===== config.mk =====
export PLATFORM = sky130hd
export DESIGN_NAME = mem_arbiter
export DESIGN_NICKNAME = d
export VERILOG_FILES = /design/src/rtl/mem_arbiter.sv
export SDC_FILE = /design/constraint.sdc
export NUM_CORES = 1
export LEC_CHECK = 0
export BUFFER_PORTS_ARGS = -buffer_cell sky130_fd_sc_hd__buf_2
export CORE_ASPECT_RATIO = 0.7
export CORE_MARGIN = 3
export CORE_UTILIZATION = 40
export CTS_CLUSTER_SIZE = 12
export DETAILED_ROUTE_END_ITERATION = 10
export PLACE_DENSITY = 0.72
export SLEW_MARGIN = 20
export SYNTH_ARGS = -nofsm -noshare
export SYNTH_HDL_FRONTEND = slang
export SYNTH_SLANG_ARGS = --single-unit

===== constraint.sdc =====
create_clock -name clk -period 4.3 [get_ports clk]
set_input_delay 0.215 -clock clk [delete_from_list [all_inputs] [get_ports clk]]
set_output_delay 0.215 -clock clk [all_outputs]
set_load 0.1 [all_outputs]

===== src/rtl/mem_arbiter.sv =====
// mem_arbiter: shares one memory port between a fetch and a data requester, one transaction in flight.
// Define ARB_ROUND_ROBIN_EN for round-robin grant; otherwise data has fixed priority over fetch.
//
// state | meaning
// IDLE  | no transaction; arbitrate pending requests
// REQ   | request presented on mem_*, waiting for mem_req_ready_i
// WAIT  | request accepted, waiting for mem_resp_valid_i
module mem_arbiter #(
  parameter int ADDR_W = 32,
  parameter int DATA_W = 32
) (
  input  logic                clk,
  input  logic                rst,
  input  logic                if_req_valid_i,
  input  logic [ADDR_W-1:0]   if_addr_i,
  input  logic                if_flush_i,
  output logic [DATA_W-1:0]   if_data_o,
  output logic                if_data_valid_o,
  input  logic                d_req_valid_i,
  input  logic                d_wen_i,
  input  logic [ADDR_W-1:0]   d_addr_i,
  input  logic [DATA_W-1:0]   d_wdata_i,
  input  logic [DATA_W/8-1:0] d_wstrb_i,
  output logic [DATA_W-1:0]   d_rdata_o,
  output logic                d_data_valid_o,
  output logic                mem_req_valid_o,
  output logic                mem_wen_o,
  output logic [ADDR_W-1:0]   mem_addr_o,
  output logic [DATA_W-1:0]   mem_wdata_o,
  output logic [DATA_W/8-1:0] mem_wstrb_o,
  input  logic                mem_req_ready_i,
  input  logic                mem_resp_valid_i,
  input  logic [DATA_W-1:0]   mem_rdata_i,
  output logic                busy_o
);

  typedef enum logic [1:0] {IDLE = 2'd0, REQ = 2'd1, WAIT = 2'd2} state_t;

  state_t state, state_nxt;
  logic   owner_data;
  logic   discard;
  logic   if_pend, d_pend, grant_any, grant_data, flush_hit;

  // A requester whose completion pulse is out this cycle is still holding its old request.
  assign if_pend   = if_req_valid_i & ~if_data_valid_o;
  assign d_pend    = d_req_valid_i & ~d_data_valid_o;
  assign grant_any = if_pend | d_pend;
  assign flush_hit = if_flush_i & ~owner_data;

`ifdef ARB_ROUND_ROBIN_EN
  logic last_data;

  always_ff @(posedge clk) begin
    if (rst) begin
      last_data <= 1'b1;
    end else if (state == IDLE && grant_any) begin
      last_data <= grant_data;
    end
  end

  assign grant_data = d_pend & (~if_pend | ~last_data);
`else
  assign grant_data = d_pend;
`endif

  always_ff @(posedge clk) begin
    if (rst) begin
      state <= IDLE;
    end else begin
      state <= state_nxt;
    end
  end

  always_comb begin
    state_nxt = state;
    case (state)
      IDLE:    if (grant_any) state_nxt = REQ;
      REQ:     if (mem_req_ready_i) state_nxt = WAIT;
      WAIT:    if (mem_resp_valid_i) state_nxt = IDLE;
      default: state_nxt = IDLE;
    endcase
  end

  assign busy_o = (state != IDLE);

  always_ff @(posedge clk) begin
    if (rst) begin
      owner_data      <= 1'b0;
      discard         <= 1'b0;
      mem_req_valid_o <= 1'b0;
      mem_wen_o       <= 1'b0;
      mem_addr_o      <= '0;
      mem_wdata_o     <= '0;
      mem_wstrb_o     <= '0;
      if_data_o       <= '0;
      if_data_valid_o <= 1'b0;
      d_rdata_o       <= '0;
      d_data_valid_o  <= 1'b0;
    end else begin
      if_data_valid_o <= 1'b0;
      d_data_valid_o  <= 1'b0;
      case (state)
        IDLE: begin
          discard <= 1'b0;
          if (grant_any) begin
            owner_data      <= grant_data;
            mem_req_valid_o <= 1'b1;
            mem_wen_o       <= grant_data & d_wen_i;
            mem_addr_o      <= grant_data ? d_addr_i : if_addr_i;
            mem_wdata_o     <= grant_data ? d_wdata_i : '0;
            mem_wstrb_o     <= grant_data ? d_wstrb_i : '0;
          end
        end
        REQ: begin
          if (flush_hit) discard <= 1'b1;
          if (mem_req_ready_i) mem_req_valid_o <= 1'b0;
        end
        WAIT: begin
          if (flush_hit) discard <= 1'b1;
          if (mem_resp_valid_i) begin
            discard <= 1'b0;
            if (owner_data) begin
              d_data_valid_o <= 1'b1;
              if (!mem_wen_o) d_rdata_o <= mem_rdata_i;
            end else if (!(discard | flush_hit)) begin
              if_data_o       <= mem_rdata_i;
              if_data_valid_o <= 1'b1;
            end
          end
        end
        default: ;
      endcase
    end
  end

endmodule


### After elaboration in Yosys (flattened, before gate mapping)

Cells that the tools add are included.
Widths: inputs -> output; s select.

| storage, ports and cells | value |
|---|---|
| register bits | 140 |
| bits in latches | 0 |
| RAM bits | 0 |
| memory bits (read-only) | 0 |
| input bits | 140 |
| output and inout port bits | 137 |
| logic and storage cells | 56 |
| memories kept | 0 |

| operators by class | value |
|---|---|
| add/sub/neg operators | 0 |
| multiply operators | 0 |
| divide/modulo/power cells | 0 |
| $lt $le $gt $ge | 0 |
| equal/unequal tests | 5 |
| shift operators | 0 |
| multiplexer cells | 15 |
| bitwise logic cells | 13 |
| reductions and logical operators | 11 |

Operator list:

| operator | number |
|---|---|
| $mux 32 | 2 |
| $reduce_and 4->1 | 2 |
| $not 1->1 | 7 |
| $mux 1 | 6 |
| $mux 2 | 3 |
| $ne 2x2->1 const B | 3 |
| $pmux 2 s3 | 1 |
| $reduce_and 3->1 | 2 |
| $and 1x1->1 | 4 |
| $mux 4 | 1 |
| $reduce_bool 2->1 | 2 |
| $reduce_or 4->1 | 1 |
| $pmux 1 s3 | 1 |
| $reduce_bool 3->1 | 1 |
| $reduce_or 3->1 | 1 |
| $eq 2x1->1 const B | 1 |
| $eq 2x2->1 const B | 1 |
| $logic_not 2->1 | 1 |
| $or 1x1->1 | 2 |
| $pmux 1 s2 | 1 |
| $reduce_and 2->1 | 1 |

### Logic depth before layout (Yosys ltp)

Gate-level depths: netlist of the first run.

| logic depth | value |
|---|---|
| word-level depth | 5 |
| depth in mapped cells | 8 |
| depth with buffers taken out | 6 |

### Least setup slack after synthesis of the first run

No wires, ideal clock.

| timing path | value |
|---|---|
| path kind | flip-flop to flip-flop |
| start point | register state[0] |
| end point | register mem_wdata_o[12] |
| library setup time | 128 ps |
| data arrival time | 2004 ps |
| data required time | 4172 ps |
| setup slack | 2168 ps |
| stages on the path, launching flop included | 9 |
| path buffers | 2 |
| period minus slack after synthesis | 2132 ps |
| path through | dfxtp_1 > inv_1 > ha_1 > inv_1 > nor2_1 > buf_2 > buf_2 > a22oi_1 > nor2_1 |

| between the ends | value |
|---|---|
| longest elaborated chain between the ends | 2 |

Ends and longest elaborated chain:

| what | RTL line | RTL |
|---|---|---|
| from (decl) | 39 | `state_t state, state_nxt;` |
| from (signal assigned) | 70 | `state <= state_nxt;` |
| $logic_not 2->1 | 102 | `case (state)` |
| $reduce_and 2->1 (no source line) | n/a |  |
| to (signal assigned) | 110 | `mem_wdata_o <= grant_data ? d_wdata_i : '0;` |
| to (decl) | 29 | `output logic [DATA_W-1:0] mem_wdata_o,` |

Every way passes these cells.
A chain may end at the register's enable or synchronous reset.

### Final worst setup path of the first run

| timing path | value |
|---|---|
| start point | register state[1] |
| end point | register mem_addr_o[29] |

| between the ends | value |
|---|---|
| longest elaborated chain between the ends | 2 |

Ends and longest elaborated chain:

| what | RTL line | RTL |
|---|---|---|
| $logic_not 2->1 | 102 |  |
| $reduce_and 2->1 (no source line) | n/a |  |
| to (signal assigned) | 109 | `mem_addr_o <= grant_data ? d_addr_i : if_addr_i;` |
| to (decl) | 28 | `output logic [ADDR_W-1:0] mem_addr_o,` |

Every way passes these cells.

==> metrics.yaml, run 1 <==
cts.sinks: 140
r2r-start: "state[1]$_SDFFE_PP0P_"
setup.worst_path.start: "state[1]$_SDFFE_PP0P_"
h-tree-depth: 4
max_cap_violations: 0
die-area_sq_mm: 0.0146
drt_iter0_drc: 244
ctsHoldBuffers: 0
setup_viol: 0
core-area_sq_mm: 0.0126
peakVddDrop_mv: 0.356
synthToLayoutAreaGrowth_pct: 37.8
vias: 4902
slew_headroom_pct: 36.0
rsz0062_at_grt: "no"
hp-start: "d_wdata_i[30]"
worst_ep_arrival_time_ps: 2590
grt.total_usage_pct: 19.5
initial_core_util_pct: 41.7
grt_max_degree: 96
drc_errors: 0
status: "completed"
numPortBuffers: 276
crit_path_top_delay_cell: "a21oi_4"
worst-setup-path-type: "register to register"
antennaDiodeCount: 0
rows: 34
route.antenna.remaining_nets: 0
hold_slack_ps: 46.9
drive_gt1_share_pct: 37.6
gp_congestion: 0.826
cts_tree: "built"
antenna_found_initial: 0
clk_pin_slew_ps: 60
post-place-ws_ps: 1990
synth_nets: 738
yosysWarnings: 0
final_max_slew_viol_count: 0
yosysTopAreaCell: "dfxtp_1"
clk-insertion-delay-late_ps: 400
netlist-cell-type-count: 26
end_kind: "register"
synth.most_common_cell: "dfxtp_1"
wl_per_cell_um: 14.4
nNetsFinal: 993
pwr_density_cell_mw_per_mm2: 671
worst-path-max-fanout: 34
grt_pass1_vias: 4572
min_path_type: "input pin to register"
period_share_pct: 53.2
async_flop_share_pct: 0
vias_per_cell: 4.80
post_cts_buffers: 0
ys_ff_latch: 140
grt_pass1_wl_um: 22800
detail_route.first_pass.iterations: 4
cts_root_buffer: "clkbuf_16"
ys_seq_area_share_pct: 53.2
fin_tns_setup_ps: 0
grt_overflow: 0
fp.dieH_um: 102
cts_inserted_buffers: 17
cts.path.max_buffers: 2
synth_commonest_cells: "dfxtp_1 (140), nand2_1 (130), nor2_1 (78)"
syn-instance-count: 592
final_hold_viol_count: 0
wirelength_um: 14700
synth_top_area_share_pct: 53.2
crit_required_ps: 4600
tightestPinTransition_ps: 960
fmax_mhz: 437
hpwl_um: 10500
io_pins: 277
synth_ff_type: "dfxtp_1"
syn_area_per_cell_sq_um: 8.90
p_leak_uw: 0.00343
synth_edf_count: 0
num-fill-cells: 1192
path_cells: "inv_1 -> ha_1 -> inv_1 -> a21oi_4 -> buf_4 -> nor2_1 -> a211oi_1"
clock_skew_ps: 9.38
synthesis.area_sq_mm: 0.00527
fin_crit_ps: 2290
critical-path-max-stage-delay_ps: 620
crit_family: "compound AO/OA/AOI/OAI gates"
crit_top_cell: "inv_1"
synth_area_leaders: "dfxtp_1 (53%), nand2_1 (9.3%), mux2i_1 (6.5%)"
path_buf_inv: 3
cts_resized: 0
setup_ws_ps: 2010
cp-start-kind: "register"
die_x_um: 143
cell type report:
class                   count  area (sq um)  area share, %
flip-flops and latches    140          2800           38.6
clock inverters            13           165           2.28
inverters                   5          18.8          0.259
multi-input cells         398          2190           30.2
clock buffers              18           429           5.91
well taps                 162           203           2.79
repair buffers            285          1450           20.0
sequential cells by signal, indices dropped and copies added (netlist names):
name and cells:
owner_data 1, mem_wen_o 1, mem_wdata_o 32, if_data_o 32, discard 1, mem_req_valid_o 1
state 2, d_data_valid_o 1, mem_addr_o 32, mem_wstrb_o 4, d_rdata_o 32, if_data_valid_o 1
routing by layer:
metal / global-route usage, % / share of wire [%]
met2: 31.7 / 47
met1: 25.5 / 45
met5: 0 / 0
met3: 5.24 / 6.8
met4: 6.43 / 1.4
power breakdown:
part           internal (uW)  leakage (uW)  switching (uW)
clock network            913      0.000279             556
logic                    330       0.00201            1530
registers               1460       0.00114            84.2
path summary, 6_finish.rpt:
check,to,slack [ps],depth (start not counted)
min reg2reg,if_data_o[15]$_SDFFE_PP0P_,450,2
min,mem_wdata_o[30]$_SDFFE_PP0P_,50,3
max reg2reg,mem_addr_o[29]$_SDFFE_PP0P_,2010,7
max,mem_addr_o[29]$_SDFFE_PP0P_,2010,7
tightest hold or removal path: cells and delay by family:
family / cells / cell delay (ps)
AND/OR/NAND/NOR: 1 / 70
buffers and inverters: 1 / 80
AO/OA/AOI/OAI: 1 / 50
cells by family after synthesis:
kind of cell | count (synthesis) | share of synthesized area, %
AO/OA/AOI/OAI | 142 | 17.3
buffers and inverters | 54 | 5.70
AND/OR/NAND/NOR | 216 | 15.9
adder cells (fa/ha/maj) | 6 | 1.42
multiplexers | 34 | 6.46
flip-flops | 140 | 53.2
cells in the final DEF, fill, tap and decap left out, types with 2 or more instances in the layout:
cell type,synthesis,layout
a22oi_1,37,37
buf_2,21,275
dfxtp_1,140,140
buf_4,3,10
inv_1,5,5
inv_6,0,3
nor2b_1,2,2
clkinv_2,0,2
nand2_1,130,130
clkinvlp_4,0,4
a21oi_1,66,66
ha_1,6,6
a211oi_1,33,33
clkbuf_16,0,17
nor2_2,0,2
bufinv_16,0,3
nor2_1,78,76
mux2i_1,34,34
metrics by stage:
stage	std cells	total power [uW]	util [%]	instance area, sq um
after floorplan	592	3140	-	5270
after global placement	990	3420	52.8	6670
after detailed placement	990	3430	52.8	6670
after CTS	1021	4910	57.5	7260
after global routing	1021	5080	57.5	7260
final	1021	4870	57.5	7260
No activity file was read; power rests on OpenSTA's default activity.
==> run 2, diff against run 1 <==
Settings changed: ABC_AREA set to 1.
Clock period 4.3 ns to 2.4 ns, I/O delays scaled along.
==> run 2 against run 1 <==
Net effect: register-to-register slack worse by 1500 ps; setup slack worse by 1500 ps; clock skew up 2.1 ps; die area up 4.0%; total power up 130%; routed wire length up 20%; worst hold slack worse by 2.9 ps; synthesized cell count up 26%; critical path type is now register to output pin; first-iteration DRC count up 57%; highest routed layer unchanged; clock power up 77%; combinational power rose to 3.0 times the previous value; final cell count up 24%.
==> metrics.yaml, run 2 <==
async_flop_share_pct: 0
grt_pass1_vias: 5712
final_hold_viol_count: 0
initial_core_util_pct: 41.3
fp.dieH_um: 104
synth_edf_count: 0
synthToLayoutAreaGrowth_pct: 49.1
multi_input_area_sq_mm: 0.00234
post-place-ws_ps: 476
detail_route.first_pass.iterations: 5
cts_inserted_buffers: 17
vias: 5983
cp-start-kind: "register"
final_common_cell: "buf_2"
synth_top_area_share_pct: 51.0
status: "completed"
period_share_pct: 80.2
synthesis.area_sq_mm: 0.00549
peakVddDrop_mv: 0.646
drt_iter0_drc: 382
p_leak_uw: 0.00412
cts_root_buffer: "clkbuf_16"
vias_per_cell: 4.72
cts_tree: "built"
layout_common_cells: "buf_2 (276), nand2_1 (184), nor2_1 (171)"
synth_area_leaders: "dfxtp_1 (51%), nand2_1 (13%), nor2_1 (12%)"
worst-path-max-fanout: 9
core-area_sq_mm: 0.0133
worst-setup-path-type: "register to output pin"
yosysTopAreaCell: "dfxtp_1"
fin_crit_ps: 1920
gp_congestion: 0.814
synth_ff_type: "dfxtp_1"
syn_area_per_cell_sq_um: 7.35
h-tree-depth: 4
seqCellArea_sq_mm: 0.00280
drive_gt1_share_pct: 30.3
min_path_type: "input pin to register"
fin_tns_setup_ps: 0
crit_required_ps: 2280
die-area_sq_mm: 0.0152
synth_nets: 893
numPortBuffers: 276
grt_max_degree: 65
ys_seq_area_share_pct: 51.0
die_x_um: 146
drc_errors: 0
wirelength_um: 17600
hold_slack_ps: 44.1
final_max_slew_viol_count: 0
utilization_pct: 61.5
route.antenna.remaining_nets: 0
yosysWarnings: 0
setup_ws_ps: 476
wl_per_cell_um: 13.9
post_cts_buffers: 0
rows: 35
worst_ep_arrival_time_ps: 1800
slew_headroom_pct: 35.4
synth.most_common_cell: "nand2_1"
cts.sinks: 140
fmax_mhz: 520
antennaDiodeCount: 0
cts.path.max_buffers: 2
synth_commonest_cells: "nand2_1 (184), nor2_1 (171), dfxtp_1 (140)"
max_cap_violations: 0
clock_skew_ps: 11.5
grt.total_usage_pct: 22.6
grt_pass1_wl_um: 28400
clk_pin_slew_ps: 60
finalPower_uw: 11200
clk-insertion-delay-late_ps: 410
num-fill-cells: 1207
end_kind: "output pin"
ys_ff_latch: 140
netlist-cell-type-count: 19
rsz0062_at_grt: "no"
antenna_found_initial: 0
setup_viol: 0
tightestPinTransition_ps: 969
syn-instance-count: 747
io_pins: 277
pwr_density_cell_mw_per_mm2: 1360
nNetsFinal: 1215
grt_overflow: 0
hpwl_um: 11300
run 2: changes by cell type after synthesis, moves of 3 or more:
cell      previous run  this run
nor2_1              78       171
o21ai_0              1        97
nand2_1            130       184
a21oi_1             66        72
inv_2                0         5
a211oi_1            33         0
nand2_2              0         3
a22oi_1             37         0
mux2i_1             34         0
buf_4                3         7
inv_1                5        11
run 2: final timing paths:
check / from / endpoint / slack, ps / cells after the start
max: state[0]$_SDFFE_PP0P_ / busy_o / 480 / 4
min: d_addr_i[19] / mem_addr_o[19]$_SDFFE_PP0P_ / 40 / 5
max reg2reg: d_data_valid_o$_SDFF_PP0_ / mem_addr_o[8]$_SDFFE_PP0P_ / 480 / 7
min reg2reg: mem_wdata_o[2]$_SDFFE_PP0P_ / mem_wdata_o[2]$_SDFFE_PP0P_ / 460 / 2
run 2: metal layers:
layer | routed length [um] | part of all wire (%) | GRT usage [%]
met3 | 1530 | 8.7 | 7.23
met2 | 8410 | 48 | 38.0
met4 | 258 | 1.5 | 6.24
met1 | 7440 | 42 | 28.0
met5 | 0 | 0 | 0
run 2: logic make-up after synthesis:
kind of cell / synth area share, %
AND/OR/NAND/NOR: 25.6
buffers and inverters: 6.33
flip-flops: 51.0
adder cells (fa/ha/maj): 1.37
AO/OA/AOI/OAI: 15.7
run 2: repair_timing:
item	4_1_cts	5_1_grt
hold buffers	69	0
resized for setup	0	0
hold endpoints to repair	94	0
run 2: power breakdown:
part	switching, uW	leakage, uW	internal, uW
Clock	1050	0.000280	1550
Combinational	4550	0.00269	974
Sequential	239	0.00114	2800
Total	5830	0.00412	5320
run 2: worst max-delay path, cell delays in order (launching register included):
cell     delay, ps
dfxtp_1        400
inv_1          110
ha_1           340
inv_2          120
buf_2          430
run 2: area by class of cell:
class                      instances  area share, %
tap                              185           2.83
timing repair buffer             354           26.4
clock inverter                    14           1.96
sequential                       140           34.2
inverter                          16          0.733
multi-input combinational        540           28.6
clock buffer                      18           5.24
run 2: per-stage QoR:
stage                     instance area, sq um  std cells
final                                     8190       1267
after global routing                      8190       1267
after CTS                                 8190       1267
after detailed placement                  6910       1166
after global placement                    6910       1166
after floorplan                           5490        747
==> run 3, diff against run 2 <==
Settings changed: ABC_AREA 1 to 0.
Clock period 2.4 ns to 2 ns, I/O delays scaled along.
==> run 3 against run 2 <==
Net effect: flip-flop and latch count unchanged; die area down 3.9%; total power down 4.5%; via count decreased by 12%; routed wire length down 10%; final cell count shrank 14%; count of clock-buffer cells in the layout increased by 1; worst hold slack got worse by 8.9 ps; critical endpoint is now if_data_o[19]$_SDFFE_PP0P_; largest power group unchanged.
==> metrics.yaml, run 3 (same netlist as run 1, synthesis figures left out) <==
period_share_pct: 88.3
final_common_cell: "buf_2"
vias: 5276
p_int_uw: 5880
cts_inserted_buffers: 17
worst-path-max-fanout: 33
nNetsFinal: 1065
synthToLayoutAreaGrowth_pct: 52.9
wirelength_um: 15900
cts_tree: "built"
grt_pass1_vias: 4950
seqPwrFrac_pct: 31.1
hpwl_um: 10400
drive_gt1_share_pct: 35.4
core-area_sq_mm: 0.0126
pwr_density_cell_mw_per_mm2: 1320
cts.path.max_buffers: 2
fp.dieH_um: 102
cts.sinks: 140
layout_common_cells: "buf_2 (275), dfxtp_1 (140), nand2_1 (130)"
clk_pin_slew_ps: 60
place_area_sq_mm: 0.00677
rsz0062_at_grt: "no"
peakVddDrop_mv: 0.763
rows: 34
cp-start-kind: "register"
worst_ep_arrival_time_ps: 2030
grt_max_degree: 66
hold_path_depth: 3
grt_pass1_wl_um: 24400
clk-insertion-delay-late_ps: 400
drc_errors: 0
final_hold_viol_count: 0
fin_crit_ps: 1770
grt.total_usage_pct: 20.7
worst-setup-path-type: "register to register"
post_cts_buffers: 0
antenna_found_initial: 0
status: "completed"
num-fill-cells: 1039
numPortBuffers: 276
gp_congestion: 0.794
vias_per_cell: 4.82
cts_resized: 0
route.antenna.remaining_nets: 0
setup_viol: 0
design_area_sq_mm: 0.00806
seqCellArea_sq_mm: 0.00280
initial_core_util_pct: 41.7
die_x_um: 143
multi_input_area_sq_mm: 0.00220
switching_share_pct: 44.7
p_leak_uw: 0.00376
h-tree-depth: 4
reg2reg_depth: 7
clkPwrFrac_pct: 29.6
end_kind: "register"
clock_skew_ps: 10.1
crit_required_ps: 2260
io_pins: 277
antennaDiodeCount: 0
detail_route.first_pass.iterations: 4
fmax_mhz: 566
max_cap_violations: 0
wl_per_cell_um: 14.5
drt_iter0_drc: 268
cts_root_buffer: "clkbuf_16"
tightestPinTransition_ps: 626
fin_tns_setup_ps: 0
combPwrFrac_pct: 39.3
final_max_slew_viol_count: 0
ctsHoldBuffers: 69
grt_overflow: 0
slew_headroom_pct: 58.2
die-area_sq_mm: 0.0146
p_sw_uw: 4760
min_path_type: "input pin to register"
[run 3: changes by cell type in the layout (fill, tap and decap cells not counted), moves of 9 or more]
cell	previous run	this run
a211oi_1	0	33
a22oi_1	0	37
inv_1	11	2
mux2i_1	0	34
nand2_1	184	130
nor2_1	171	76
o21ai_0	97	1
[run 3: path summary, 6_finish.rpt]
kind / slack, ps / startpoint / endpoint
setup / recovery: 230 / state[0]$_SDFFE_PP0P_ / if_data_o[19]$_SDFFE_PP0P_
hold / removal: 40 / d_addr_i[13] / mem_addr_o[13]$_SDFFE_PP0P_
setup reg to reg: 230 / state[0]$_SDFFE_PP0P_ / if_data_o[19]$_SDFFE_PP0P_
hold reg to reg: 450 / d_rdata_o[1]$_SDFFE_PP0P_ / d_rdata_o[1]$_SDFFE_PP0P_
[run 3: per-layer routing]
| layer | track usage (%) | share of wire (%) |
|---|---|---|
| met4 | 6.06 | 1.2 |
| met1 | 27.2 | 44 |
| met3 | 5.61 | 7.6 |
| met5 | 0 | 0 |
| met2 | 33.6 | 47 |
[run 3: cell type report]
type | count | area share [%]
Clock buffer | 19 | 5.50
Tap cell | 162 | 2.52
Inverter | 5 | 0.280
Clock inverter | 13 | 1.94
Timing Repair Buffer | 357 | 27.6
Multi-Input combinational cell | 398 | 27.3
Sequential cell | 140 | 34.8
[run 3: power by group through the flow]
stage,clock (uW),sequential [uW],combinational [uW]
CTS,3220,3310,4190
finish,3150,3320,4180
global placement,0,3360,4070
global route,3350,3350,4410
detailed placement,0,3360,4080
floorplan,0,5640,1150
[run 3: critical path, stage by stage (launching register included)]
cell and delay (ps):
dfxtp_1 360, inv_2 120, ha_1 190, nand2_1 100, or4_1 400, buf_4 260
nand2_1 130, a21oi_1 70
[run 3: per-stage QoR]
stage          hold WS, ps  utilization (%)  instances  power (uW)  worst slack [ps]
2_1_floorplan          236                -        592        6790              23.7
3_3_place_gp           333             53.6        993        7430               286
3_5_place_dp           341             53.6        993        7440               255
4_1_cts               23.7             63.8       1094       10700               208
5_1_grt               33.1             63.8       1094       11100              79.3
6_report              35.1             63.8       1094       10600               234
